**src/rtl/bin2bcd_seq_if.sv**
```systemverilog
// Handshake and result bundle between the processor output port and bin2bcd_seq.
// The master issues start/bin_in; the slave (converter) returns busy/done/bcd/overflow.
interface bin2bcd_seq_if;
  logic        start;
  logic [31:0] bin_in;
  logic        busy;
  logic        done;
  logic [31:0] bcd;
  logic        overflow;

  modport master (
    output start,
    output bin_in,
    input  busy,
    input  done,
    input  bcd,
    input  overflow
  );

  modport slave (
    input  start,
    input  bin_in,
    output busy,
    output done,
    output bcd,
    output overflow
  );
endinterface

```
**src/rtl/bin2bcd_seq.sv**
```systemverilog
// Iterative 32-bit binary to 8-digit BCD converter (double dabble, 32 cycles per value).
// Optional macro BIN2BCD_LEADING_ZERO_BLANK_EN writes leading zero digits as 4'hF.
module bin2bcd_seq (
  input  logic                sys_clock,
  input  logic                reset,
  bin2bcd_seq_if.slave        bus
);

  typedef enum logic {
    IDLE,
    CONV
  } state_t;

  state_t      state, state_next;
  logic [31:0] shift_q, shift_next;
  logic [39:0] acc_q, acc_next;
  logic [4:0]  count_q, count_next;
  logic [31:0] bcd_q, bcd_next;
  logic        overflow_q, overflow_next;
  logic        done_q, done_next;
  logic        busy_q, busy_next;
  logic [39:0] acc_shifted;

  function automatic logic [39:0] add3_digits(input logic [39:0] acc);
    logic [39:0] res;
    res = acc;
    for (int i = 0; i < 10; i++) begin
      if (acc[i*4 +: 4] >= 4'd5)
        res[i*4 +: 4] = acc[i*4 +: 4] + 4'd3;
    end
    return res;
  endfunction

`ifdef BIN2BCD_LEADING_ZERO_BLANK_EN
  // Digits above the highest nonzero one become blank; the units digit always shows.
  function automatic logic [31:0] blank_leading(input logic [31:0] digits);
    logic [31:0] res;
    logic        seen_nonzero;
    res          = digits;
    seen_nonzero = 1'b0;
    for (int i = 7; i >= 1; i--) begin
      if (digits[i*4 +: 4] != 4'd0)
        seen_nonzero = 1'b1;
      if (!seen_nonzero)
        res[i*4 +: 4] = 4'hF;
    end
    return res;
  endfunction
`endif

  assign acc_shifted = {add3_digits(acc_q)[38:0], shift_q[31]};

  always_ff @(posedge sys_clock or posedge reset) begin
    if (reset) begin
      state      <= IDLE;
      shift_q    <= '0;
      acc_q      <= '0;
      count_q    <= '0;
      bcd_q      <= '0;
      overflow_q <= 1'b0;
      done_q     <= 1'b0;
      busy_q     <= 1'b0;
    end else begin
      state      <= state_next;
      shift_q    <= shift_next;
      acc_q      <= acc_next;
      count_q    <= count_next;
      bcd_q      <= bcd_next;
      overflow_q <= overflow_next;
      done_q     <= done_next;
      busy_q     <= busy_next;
    end
  end

  // Results are only written on the final shift, so bcd/overflow never show partial values.
  always_comb begin
    state_next    = state;
    shift_next    = shift_q;
    acc_next      = acc_q;
    count_next    = count_q;
    bcd_next      = bcd_q;
    overflow_next = overflow_q;
    done_next     = 1'b0;
    busy_next     = busy_q;

    unique case (state)
      IDLE: begin
        if (bus.start) begin
          shift_next = bus.bin_in;
          acc_next   = '0;
          count_next = '0;
          busy_next  = 1'b1;
          state_next = CONV;
        end
      end
      CONV: begin
        shift_next = {shift_q[30:0], 1'b0};
        acc_next   = acc_shifted;
        count_next = count_q + 5'd1;
        if (count_q == 5'd31) begin
`ifdef BIN2BCD_LEADING_ZERO_BLANK_EN
          bcd_next = blank_leading(acc_shifted[31:0]);
`else
          bcd_next = acc_shifted[31:0];
`endif
          overflow_next = (acc_shifted[39:32] != 8'd0);
          done_next     = 1'b1;
          busy_next     = 1'b0;
          state_next    = IDLE;
        end
      end
      default: state_next = IDLE;
    endcase
  end

  assign bus.busy     = busy_q;
  assign bus.done     = done_q;
  assign bus.bcd      = bcd_q;
  assign bus.overflow = overflow_q;

endmodule

```
**src/flat_wrapper.sv**
```systemverilog
// flat-port wrapper written by rule: the top's interface ports become plain ports
module bin2bcd_seq_flat 
  (sys_clock, reset, bus_start, bus_bin_in, bus_busy, bus_done, bus_bcd, bus_overflow);
  bin2bcd_seq_if bus_i ();
  input  logic sys_clock;
  input  logic reset;
  input wire logic [$bits(bus_i.start)-1:0] bus_start;
  input wire logic [$bits(bus_i.bin_in)-1:0] bus_bin_in;
  output wire logic [$bits(bus_i.busy)-1:0] bus_busy;
  output wire logic [$bits(bus_i.done)-1:0] bus_done;
  output wire logic [$bits(bus_i.bcd)-1:0] bus_bcd;
  output wire logic [$bits(bus_i.overflow)-1:0] bus_overflow;
  assign bus_i.start = bus_start;
  assign bus_i.bin_in = bus_bin_in;
  assign bus_busy = bus_i.busy;
  assign bus_done = bus_i.done;
  assign bus_bcd = bus_i.bcd;
  assign bus_overflow = bus_i.overflow;
  bin2bcd_seq u_core (.sys_clock(sys_clock), .reset(reset), .bus(bus_i));
endmodule
```
**config.mk**
```make
export PLATFORM = sky130hd
export DESIGN_NAME = bin2bcd_seq_flat
export DESIGN_NICKNAME = d
export VERILOG_FILES = /design/src/rtl/bin2bcd_seq_if.sv /design/src/rtl/bin2bcd_seq.sv /design/src/flat_wrapper.sv
export SDC_FILE = /design/constraint.sdc
export NUM_CORES = 1
export LEC_CHECK = 0
export ABC_AREA = 1
export CORE_MARGIN = 1
export CORE_UTILIZATION = 60
export CTS_CLUSTER_SIZE = 25
export DETAILED_ROUTE_END_ITERATION = 10
export HOLD_SLACK_MARGIN = 0.1
export PLACE_DENSITY_LB_ADDON = 0.08
export SLEW_MARGIN = 25
export SYNTH_ARGS = -nofsm -noshare
export SYNTH_HDL_FRONTEND = slang
export SYNTH_SLANG_ARGS = --single-unit
```
**constraint.sdc**
```tcl
create_clock -name sys_clock -period 7.8 [get_ports sys_clock]
set_clock_uncertainty 0.05 [all_clocks]
set_input_delay 1.56 -clock sys_clock [delete_from_list [all_inputs] [get_ports sys_clock]]
set_output_delay 1.56 -clock sys_clock [all_outputs]
set_load 0.02 [all_outputs]
```
# Yosys cells after proc, flatten, opt, wreduce, memory -nomap -nowiden
# Cells that the tools add are included.
dict set report totals {
  output_inout_bits 35
  ff_bits 113
  ram_bits 0
  mem_bits_ro 0
  word_cells 60
  input_bits 35
  n_memories 0
  latchBits 0
}
dict set report op_classes {
  multipliers 0
  shift 0
  n_bitwise 1
  n_addsub 11
  n_mux 24
  magnitude_cmp 10
  n_div 0
  n_eq_ne 3
  reduce_logical 3
}
# op count
set ops {}
lappend ops {{40-bit one-hot mux with 2 select lines} 1}
lappend ops {{32-bit one-hot mux with 2 select lines} 1}
lappend ops {{4-bit by 3-bit >= comparator with 1-bit output (second input constant)} 10}
lappend ops {{40-bit 2-to-1 mux} 1}
lappend ops {{4-bit by 2-bit adder with 4-bit output (second input constant)} 9}
lappend ops {{4-bit 2-to-1 mux} 9}
lappend ops {{32-bit 2-to-1 mux} 1}
lappend ops {{5-bit one-hot mux with 2 select lines} 1}
lappend ops {{8-bit nonzero test} 1}
lappend ops {{1-bit 2-to-1 mux} 6}
lappend ops {{5-bit by 1-bit adder with 5-bit output (second input constant)} 1}
lappend ops {{5-bit == test (second input constant)} 1}
lappend ops {{5-bit 2-to-1 mux} 1}
lappend ops {{2-bit inequality test (second input constant)} 2}
lappend ops {{1-bit one-hot mux with 2 select lines} 2}
lappend ops {{2-bit AND reduction} 2}
lappend ops {{3-bit by 2-bit adder with 3-bit output (second input constant)} 1}
lappend ops {{3-bit 2-to-1 mux} 1}
lappend ops {{1-bit inverter} 1}

# Logic depth before layout (Yosys ltp)
dict set report logic_depth {
  ltp_word 3
  depth_mapped 11
  ltp_nobuf 11
}

# Worst setup path before layout
# Ideal clock, no wire load.
dict set report synth_timing {
  path_kind {input to register}
  startpoint {input bus_start}
  endpoint {register u_core.acc_q[10]}
  slack_ps 5656
  setup_ps 80
  arrival_time_ps 2015
  path_buffers 1
  cell_stages 4
  t_required_ps 7670
  path_cell_list {nor2_8 > inv_2 > buf_6 > o22ai_2}
}
dict set report synth_via {
  elab_chain_len 1
}
# item line
set synth_lines {}
lappend synth_lines {{start, declared} flat_wrapper.sv:7} ;# input wire logic [$bits(bus_i.start)-1:0] bus_start;
lappend synth_lines {{2-bit inequality test (no line)} -}
lappend synth_lines {{end signal, assigned} bin2bcd_seq.sv:66} ;# acc_q <= acc_next;
lappend synth_lines {{end, declared} bin2bcd_seq.sv:16} ;# logic [39:0] acc_q, acc_next;
# Every way passes these cells.
# A chain may end at the register's enable or synchronous reset.

# Final worst setup path
dict set report layout_timing {
  startpoint {input bus_start}
  endpoint {register u_core.acc_q[32]}
}
# The elaborated chain is that of the path after synthesis.

==> results.ini <==
[run_status]
status=finished, final reports clean

[job]
drv_cap=0

[floorplan]
core_um2=8890
die_area_um2=9720
dieWidth_um=98.6
ios=70
initial_core_util_pct=62.9
std_cell_rows=34
die_y_um=98.6

[setup_path]
rrSetupSlack_ps=5250
arrival_ps=3760
worstSetupPathType=in -> reg
crit_family=buffers and inverters
cp_cell_sequence=clkdlybuf4s50_1 > nor2_8 > clkinv_2 > o21ai_1
end_kind=flip-flop
reg2reg_from=u_core.state$_DFF_PP0_
rr_worst_depth=4
cpPeakStageDelay_ps=800
required_ps=8150
cpMaxStageDelayCell=clkinv_2
critPathMaxFanout=42
critPathLaunchType=input port
critPathBufInv=2
reg2reg_to=u_core.acc_q[32]$_DFFE_PP0P_

[hold_path]
hold-path-cell-count=2
min_to=u_core.bus.bcd[30]$_DFFE_PP0P_
hp-start=u_core.bus.bcd[30]$_DFFE_PP0P_
min_path_type=reg -> reg

[timing]
setup_tns_ps=0
worst_slew_pin_slew_ps=848
timing.fmax_mhz=293
hold_viol=0
setup_ws_ps=4390
rsz0062_at_grt=no
whs_ps=433
post-route-period-util_pct=43.7
slew_viol_final=0
max_slew_margin_pct=43.4
period_minus_slack_ps=3410
setup_violations=0

[clock_network]
clockBufferDepth=2
post_cts_buffers=0
htree_num_levels=4
clk_pin_slew_ps=50
ctsHoldBuffers=0
numCtsBuffers=17
cts_tree=yes
cts_resized=0
clock_latency_ps=520
cts-root-buf=clkbuf_8
clock_sinks=113

[place]
place.gp.congestion=0.743
post-place-ws_ps=4200
numPortBuffers=69
place_area_um2=6290
dp_cells=740
dp_hpwl_um=7180

[logic_synthesis]
syn_nets=642
yosysWarnings=0
avgSynthCellArea_um2=9.57
yosysSeqAreaShare_pct=50.5
synth_seq_cells=113
synthCells=585
synth_area_um2=5600
ys_types=31

[power]
p_per_area_nw_per_um2=456
power_frac_seq_pct=32.3
switching_share_pct=39.9
power_leakage_nw=3.27
power_switching_mw=1.25
p_int_mw=1.88
finalPower_mw=3.12
peakVddDrop_mv=0.176
p_comb_share_pct=45.2
p_clk_share_pct=22.5

[drt]
drcViolationCount=0
drtIter0Drc=194
drtPass1Iterations=4
viasPerCell=5.50
finalWirelength_um=11400
vias=4232
wire_per_inst_um=14.8
final_antenna_net_count=0

[grt]
overflow=0
grt_first_pass_wirelength_um=19900
grt_usage_pct=26.2
grt_max_degree=75
grt_pass1_vias=4385
antenna_found_initial=0

[finish]
drive_gt1_share_pct=16.3
nets=709
diodes=0
fin_util_pct=77.1
area_delta_synth_final_pct=22.4
final_cells=770
final_area_um2=6850
fill_cells=616

==> registers in the layout (all words and copies together) (netlist names) <==
| signal | cells |
|---|---|
| u_core.bus.busy | 1 |
| u_core.acc_q | 40 |
| u_core.bus.done | 1 |
| u_core.state | 1 |
| u_core.shift_q | 32 |
| u_core.bus.overflow | 1 |
| u_core.bus.bcd | 32 |
| u_core.count_q | 5 |
==> cell type report <==
class / count / area [um^2] / area share (%)
sequential: 113 / 2830 / 41.3
multi-input combinational: 396 / 2420 / 35.3
timing repair buffer: 73 / 741 / 10.8
clock buffer: 23 / 477 / 6.96
inverter: 51 / 198 / 2.88
tap: 108 / 135 / 1.97
clock inverter: 6 / 57.6 / 0.840
==> per-layer routing <==
metal	vias to the layer above	track usage, %	part of all wire (%)	routed length, um
li1	2058	-	-	-
met3	23	6.17	3.3	379
met2	102	45.3	51	5840
met4	0	11.1	1.6	180
met1	2049	31.6	44	5000
met5	-	0	0	0
==> how the worst max path moves through the flow <==
stage / cells past startpoint / slack (ps) / from / endpoint
finish: 4 / 4390 / bus_start / u_core.acc_q[32]$_DFFE_PP0P_
global placement: 4 / 4280 / bus_start / u_core.acc_q[33]$_DFFE_PP0P_
detailed placement: 4 / 4200 / bus_start / u_core.acc_q[34]$_DFFE_PP0P_
floorplan: 1 / 3200 / reset / u_core.acc_q[0]$_DFFE_PP0P_
global route: 4 / 4260 / bus_start / u_core.acc_q[23]$_DFFE_PP0P_
CTS: 1 / 4670 / u_core.bus.bcd[19]$_DFFE_PP0P_ / bus_bcd[19]
==> power groups by stage <==
stage	combinational, mW	sequential (mW)	clock [mW]
5_1_grt	1.57	1.04	0.736
3_5_place_dp	1.39	1.01	0
3_3_place_gp	1.32	0.997	0
4_1_cts	1.42	1.01	0.711
6_report	1.41	1.01	0.701
2_1_floorplan	0.942	1.07	0
==> cells by family after synthesis <==
kind of cell    count (synthesis)  share of synthesized area [%]
buf+inv                        76                           6.33
fa+ha+maj                      22                           4.92
compound gates                113                           15.9
xor+xnor                       16                           3.44
simple gates                  245                           18.9
flops                         113                           50.5
==> worst reg2reg max path: stages (launching register included) <==
cell,delay [ps]
dfrtp_1,390
buf_4,270
nor2_8,460
clkinv_2,800
o21ai_1,460
==> Yosys cell counts <==
master	instances	share of area [%]
nand3_1	36	3.2
xnor2_1	1	0.16
buf_6	6	1.2
ha_1	22	4.9
inv_1	41	2.7
nor2_8	1	0.36
o22ai_2	36	8.0
xor2_1	8	1.3
or2_1	2	0.22
clkinv_2	1	0.089
nand2_4	3	0.60
dfrtp_1	113	51
buf_2	15	1.3
nand2_1	178	12
clkbuf_1	3	0.20
o21ai_0	38	3.4
a21oi_1	7	0.63
nor2_1	10	0.67
xor2_2	7	2.0
nand4_1	5	0.56
buf_4	1	0.13
a22o_1	3	0.47
nand2_2	4	0.45
o211ai_1	1	0.13
o211ai_2	2	0.45
or2_4	5	0.78
inv_2	9	0.60
o21ai_1	19	1.7
o21ai_2	6	0.94
and3_1	1	0.11
o22ai_1	1	0.11
==> cells in the final DEF, fill, tap and decap left out, drive strengths merged <==
master | netlist | layout
nand2 | 185 | 185
dfrtp | 113 | 113
clkdlybuf4s50 | 0 | 69
o21ai | 63 | 63
inv | 50 | 48
o22ai | 37 | 37
nand3 | 36 | 36
clkbuf | 3 | 23
ha | 22 | 22
xor2 | 15 | 15
nor2 | 11 | 11
clkinv | 1 | 7
a21oi | 7 | 7
or2 | 7 | 7
nand4 | 5 | 5
buf | 22 | 4
a22o | 3 | 3
o211ai | 3 | 3
xnor2 | 1 | 1
and3 | 1 | 1
bufinv | 0 | 1
clkinvlp | 0 | 1
Power figures use the tool's default switching activity.
